`config.mk`:
```
export PLATFORM = sky130hd
export DESIGN_NAME = song_reader
export DESIGN_NICKNAME = d
export VERILOG_FILES = /design/src/rtl/song_reader_pkg.sv /design/src/rtl/song_reader.sv
export SDC_FILE = /design/constraint.sdc
export NUM_CORES = 1
export LEC_CHECK = 0
export ABC_AREA = 1
export CAP_MARGIN = 5
export CORE_UTILIZATION = 39
export CTS_CLUSTER_SIZE = 24
export DETAILED_ROUTE_END_ITERATION = 10
export PLACE_DENSITY = 0.73
export SLEW_MARGIN = 20
export SYNTH_ARGS = -nofsm -noshare
export SYNTH_HDL_FRONTEND = slang
export SYNTH_SLANG_ARGS = --single-unit
export TNS_END_PERCENT = 20
```
`constraint.sdc`:
```
create_clock -name clk -period 1.4 [get_ports clk]
set_input_delay 0.28 -clock clk [delete_from_list [all_inputs] [get_ports clk]]
set_output_delay 0.28 -clock clk [all_outputs]
set_load 0.01 [all_outputs]
```
`src/rtl/song_reader_pkg.sv`:
```
// Shared music player defines: field widths, end-of-song marker and the
// song_reader sequencer state encodings.
package song_reader_pkg;

  localparam int NOTE_W = 6;
  localparam int DUR_W  = 6;
  localparam int IDX_W  = 5;
  localparam int SONG_W = 2;
  localparam int ADDR_W = SONG_W + IDX_W;
  localparam int ROM_W  = NOTE_W + DUR_W;

  localparam logic [DUR_W-1:0] END_MARKER = '0;
  localparam logic [IDX_W-1:0] IDX_LAST   = '1;

  localparam logic [2:0] S_IDLE    = 3'd0;
  localparam logic [2:0] S_FETCH   = 3'd1;
  localparam logic [2:0] S_CHECK   = 3'd2;
  localparam logic [2:0] S_LOAD    = 3'd3;
  localparam logic [2:0] S_PLAYING = 3'd4;
  localparam logic [2:0] S_DONE    = 3'd5;

  function automatic logic is_end_marker(input logic [DUR_W-1:0] dur);
    return dur == END_MARKER;
  endfunction

endpackage

```
`src/rtl/song_reader.sv`:
```
// Song sequencer: walks one song in the external ROM note by note, hands each
// note to the duration counter and waits for its done pulse before advancing.
module song_reader
  import song_reader_pkg::*;
(
  input  logic                    clk,
  input  logic                    reset,
  input  logic                    play,
  input  logic [SONG_W-1:0]       song,
  input  logic                    note_done,
  output logic [ADDR_W-1:0]       rom_addr,
  input  logic [ROM_W-1:0]        rom_data,
  output logic [NOTE_W-1:0]       note,
  output logic [DUR_W-1:0]        duration,
  output logic                    new_note,
  output logic                    song_done
);

  logic [2:0]        state_q, state_d;
  logic [IDX_W-1:0]  index_q, index_d;
  logic [SONG_W-1:0] song_q, song_d;
  logic [NOTE_W-1:0] note_q, note_d;
  logic [DUR_W-1:0]  dur_q, dur_d;
  logic              pend_q, pend_d;

  logic [NOTE_W-1:0] rom_note;
  logic [DUR_W-1:0]  rom_dur;

  assign rom_note = rom_data[ROM_W-1:DUR_W];
  assign rom_dur  = rom_data[DUR_W-1:0];

  always_comb begin
    state_d = state_q;
    index_d = index_q;
    song_d  = song_q;
    note_d  = note_q;
    dur_d   = dur_q;
    pend_d  = pend_q;
    case (state_q)
      S_IDLE: begin
        if (play) begin
          song_d  = song;
          index_d = '0;
          state_d = S_FETCH;
        end
      end
      S_FETCH: begin
        if (play) state_d = S_CHECK;
      end
      S_CHECK: begin
        // rom_addr is held while paused, so rom_data stays valid here
        if (play) begin
          if (is_end_marker(rom_dur)) begin
            state_d = S_DONE;
          end else begin
            note_d  = rom_note;
            dur_d   = rom_dur;
            state_d = S_LOAD;
          end
        end
      end
      S_LOAD: begin
        if (play) state_d = S_PLAYING;
      end
      S_PLAYING: begin
        // a done pulse seen while paused is remembered and replayed on resume
        if (!play) begin
          if (note_done) pend_d = 1'b1;
        end else if (note_done || pend_q) begin
          pend_d = 1'b0;
          if (index_q == IDX_LAST) begin
            state_d = S_DONE;
          end else begin
            index_d = index_q + 1'b1;
            state_d = S_FETCH;
          end
        end
      end
      S_DONE: begin
        index_d = '0;
        state_d = S_IDLE;
      end
      default: state_d = S_IDLE;
    endcase
  end

  always_ff @(posedge clk) begin
    if (reset) begin
      state_q <= S_IDLE;
      index_q <= '0;
      song_q  <= '0;
      note_q  <= '0;
      dur_q   <= '0;
      pend_q  <= 1'b0;
    end else begin
      state_q <= state_d;
      index_q <= index_d;
      song_q  <= song_d;
      note_q  <= note_d;
      dur_q   <= dur_d;
      pend_q  <= pend_d;
    end
  end

  // new_note is gated by play so a paused LOAD stays silent until resume
  assign new_note  = (state_q == S_LOAD) && play;
  assign song_done = (state_q == S_DONE);
  assign rom_addr  = {song_q, index_q};
  assign note      = note_q;
  assign duration  = dur_q;

endmodule

```
; Word-level counts from Yosys, hierarchy flattened
; Cells that the tools add are included.
[word_totals]
input_bits = 18
regBits = 23
wordCells = 50
[op_classes]
n_bitwise = 1
mux = 17
reduce_logical = 11
addsub = 1
n_eq_ne = 14
[op_table]
columns = op, n
row1 = two-way mux 3 bit, 8
row2 = two-way mux 5 bit, 4
row3 = one-hot mux 3 bit (5 select lines), 1
row4 = one-hot mux 5 bit (3 select lines), 1
row5 = "!= test 2 bit, second input constant", 7
row6 = "== test 3 x 2 -> 1 bit, second input constant", 2
row7 = "== test 3 bit, second input constant", 2
row8 = zero test 6 bit, 1
row9 = AND reduction 3 bit, 2
row10 = AND reduction 6 bit, 1
row11 = "adder 5 x 1 -> 5 bit, second input constant", 1
row12 = "== test 5 bit, second input constant", 1
row13 = AND reduction 5 bit, 1
row14 = "== test 3 x 1 -> 1 bit, second input constant", 1
row15 = zero test 3 bit, 1
row16 = two-way mux 1 bit, 3
row17 = nonzero test 3 bit, 1
row18 = "!= test 2 x 1 -> 1 bit, second input constant", 1
row19 = AND reduction 2 bit, 1
row20 = nonzero test 2 bit, 1
row21 = logical AND 1 bit, 1
row22 = logical OR 1 bit, 1
row23 = NOT 1 bit, 1

; Logic depth before layout (Yosys ltp)
[depth]
ltp_word = 5
depth_mapped = 10

; Worst setup path after synthesis
; No wires, ideal clock.
[synth_timing]
path_type = register -> register
from = register index_q[1]
to = register index_q[0]
required_time_ps = 1286
n_path_buf = 0
setup_ps = 114
period_less_slack_ps = 1425
setup_slack_ps = -25
stages_incl_launch_ff = 10
arrival_ps = 1311
cell_sequence = dfxtp_1 ha_1 nand2_1 nor2_1 ha_1 nand3_1 nand3_4 nand2_1 nand2_1 nor2_1
[synth_via]
elab_chain_len = 3
[synth_lines]
columns = element, line
row1 = from (decl), song_reader.sv:20  ; logic [IDX_W-1:0] index_q, index_d;
row2 = from (signal assigned), song_reader.sv:97  ; index_q <= index_d;
row3 = == test 5 bit, song_reader.sv:71  ; if (index_q == IDX_LAST) begin
row4 = != test 2 bit (no line), n/a
row5 = AND reduction 5 bit (no line), n/a
; No other way between the ends.
; A chain may end at the register's enable or synchronous reset.

; Worst setup path in the final report
[layout_timing]
from = register state_q[2]
to = output new_note
[layout_via]
elab_chain_len = 2
[layout_lines]
columns = element, line
row1 = from (decl), song_reader.sv:19  ; logic [2:0] state_q, state_d;
row2 = from (signal assigned), song_reader.sv:96  ; state_q <= state_d;
row3 = == test 3 x 2 -> 1 bit, song_reader.sv:106  ; assign new_note = (state_q == S_LOAD) && play;
row4 = logical AND 1 bit, song_reader.sv:106
row5 = to (decl), song_reader.sv:15  ; output logic new_note,
; No other way between the ends.

==> flow_summary.ini <==
[status]
outcome = complete, no violations

[synth]
async_flop_share = 0
synth_fp_nets = 177
synthTopCellsByArea = dfxtp_1 (42%), nand2_1 (17%), a21oi_1 (9.1%)
synth.top_cell.area_share = 0.420
ys_ff_latch = 23
syn_area_mm2 = 0.00110
yosysSeqAreaShare = 0.420
yosysMostFrequentCell = nand2_1
synth_edf_count = 0
synth_top_area_cell = dfxtp_1
synth_cell_types = 22
synthFlopType = dfxtp_1
synthesis.instances = 157
yosys-top-cells-count = nand2_1 (50), dfxtp_1 (23), a21oi_1 (20), nor2_1 (18), inv_1 (13)
avgSynthCellArea_um2 = 6.98
yosys_warnings = 0

[floorplanning]
row_count = 18
design.die.area_mm2 = 0.00303
die_y_um = 55.0
num_io_pins = 39
dieWidth_um = 55.0
design.core.area_mm2 = 0.00257
start_util = 0.427

[route]
via_per_inst = 4.96
wirelength_mm = 2.96
drtPass1Iterations = 4
ant_nets = 0
vias = 1220
drt_iter0_drc = 35
avgRoutedWirePerCell_um = 12.0
drcViolationCount = 0

[critical_path]
r2r_cells = 10
worstSetupStartpoint = state_q[2]
crit_path_end = new_note
r2r-end = state_q[2]
rr_startpoint = index_q[1]
worstSetupEndpointType = output port
cp.required_ns = 1.12
r2r_setup_slack_ns = 0.05
cp-start-kind = register
worst-path-max-fanout = 3
crit_chain = inv_2 -> nand3_2 -> nor2_1 -> buf_2
path_class = reg -> out
cp_num_cells = 4
critPathSlowestCell = dfxtp_2
cpLargestDelayFamily = flip-flops
slowest_delay_ns = 0.35
worstPathArrival_ns = 1.07
cp_num_buf_inv = 2

[global_routing]
grt_first_pass_wirelength_mm = 4.14
grtUsageMet1 = 0.239
grt_pass1_vias = 1015
busiest_layer = met2
gr-usage-met3 = 0.0437
overflow = 0
antenna_found_initial = 0
grt_max_degree = 14
grtUsageMet2 = 0.327
grt_util_all_layers = 0.192

[sta]
rsz0062_at_grt = true
finalHoldWorstSlack_ns = 0.467
hold_viol = 0
worst_pin_slew_ns = 0.321
fmax_mhz = 742
slew_headroom = 0.784
clock-skew-final_ns = 0.00741
period_minus_slack_ns = 1.35
finalMaxSlewViolations = 0
fin_crit_sh = 0.963
setup_viol_count_final = 0

[final_layout]
area_growth_pct = 60.0
multiInputGateArea_um2 = 631
regArea_um2 = 470
nets = 237
layout-drive-gt1-share = 0.255
diodes = 0
fillCellCount = 229

[power_and_ir_drop]
peakVddDrop_mv = 0.621
p_total_mw = 1.33
p_leak_nw = 0.808
p_per_area_mw_per_mm2 = 757

[clock_network]
cts_tree = built
clock_path_buffers = 2
cts.clk_slew.worst_paths_ns = 0.13
htree_levels = 1
clock_latency_ns = 0.32
cts_buffers = 3
cts_hold_repair.buffers = 0
clock_sinks = 23
cts-root-buf = clkbuf_4

[flow_run]
maxCapViolations = 0

[placement]
place_congestion = 0.887
dp_hpwl_mm = 2.11
portBuffers = 38

[hold_path]
hp-class = reg -> reg
[final cells by class]
| class | instances | area share |
|---|---|---|
| tap | 30 | 0.0214 |
| inverter | 16 | 0.0371 |
| timing repair buffer | 59 | 0.298 |
| sequential | 23 | 0.268 |
| multi-input combinational | 114 | 0.359 |
| clock buffer | 3 | 0.0128 |
| clock inverter | 1 | 0.00285 |
[power breakdown]
group	internal, mW	leakage (nW)	switching [mW]
clock network	0.107	0.0177	0.210
logic	0.151	0.600	0.152
registers	0.686	0.190	0.0217
total	0.944	0.808	0.384
[state kept, by name, indices dropped and copies added (netlist names)]
name      cells
song_q        2
duration      6
state_q       3
note          6
index_q       5
pend_q        1
[how the worst min path moves through the flow]
stage / to / from / cells past startpoint / slack, ns
after CTS: song_q[0] / song_q[0] / 2 / 0.47
after global placement: song_q[1] / song_q[1] / 2 / 0.43
after floorplan: duration[0] / rom_data[0] / 2 / 0.42
after detailed placement: song_q[0] / song_q[0] / 2 / 0.45
final: note[2] / note[2] / 2 / 0.47
after global routing: note[0] / note[0] / 2 / 0.49
[cells by family (layout without fill, tap and decap cells)]
group | count (synthesis) | after routing | synth area share
buf+inv | 20 | 79 | 0.0765
flops | 23 | 23 | 0.420
fa+ha+maj | 2 | 2 | 0.0228
simple gates | 84 | 84 | 0.347
xor+xnor | 1 | 1 | 0.00799
compound gates | 27 | 27 | 0.126
[stage by stage]
| step | setup WS (ns) | instances | instance area, µm² | setup TNS (ns) | util |
|---|---|---|---|---|---|
| floorplan | 0.0315 | 157 | 1100 | 0 | - |
| global placement | -0.305 | 238 | 1630 | -2.48 | 0.636 |
| detailed placement | -0.334 | 238 | 1630 | -3.10 | 0.636 |
| CTS | -0.103 | 242 | 1650 | -0.115 | 0.642 |
| global route | -0.0443 | 246 | 1750 | -0.140 | 0.683 |
| finish | 0.0514 | 246 | 1750 | 0 | 0.683 |
[tightest hold or removal path, delay by kind of cell (launching register included)]
| family | cells | cell delay, ns |
|---|---|---|
| AOI/OAI and AO/OA | 1 | 0.05 |
| DFF | 1 | 0.33 |
| and+or+nand+nor | 1 | 0.06 |
[metal layers]
metal  wire [µm]  up-vias  share of wire
li1            -      619              -
met1        1260      567           0.43
met4          15        0         0.0051
met3         150        2          0.051
met2        1530       32           0.52
met5           0        -              0
[cells in the final DEF (no fill, tap or decap), drive strengths merged, types with 2 or more instances in the layout]
cell | synthesis | layout
nor2 | 20 | 20
nand3 | 9 | 9
clkbuf | 2 | 3
clkdlybuf4s15 | 0 | 2
clkinv | 0 | 2
nor3 | 2 | 2
o21ai | 6 | 6
ha | 2 | 2
nand4 | 2 | 2
dfxtp | 23 | 23
dlygate4sd2 | 0 | 16
a21oi | 20 | 20
inv | 16 | 15
nand2 | 51 | 51
buf | 2 | 23
clkdlybuf4s50 | 0 | 17
[repair_timing]
action	in CTS	in global routing
endpoints found under the hold margin	0	0
setup endpoints to repair	27	24
buffers inserted	0	4
gates resized for setup	35	19
pin swaps	4	12
Power figures use the tool's default switching activity.
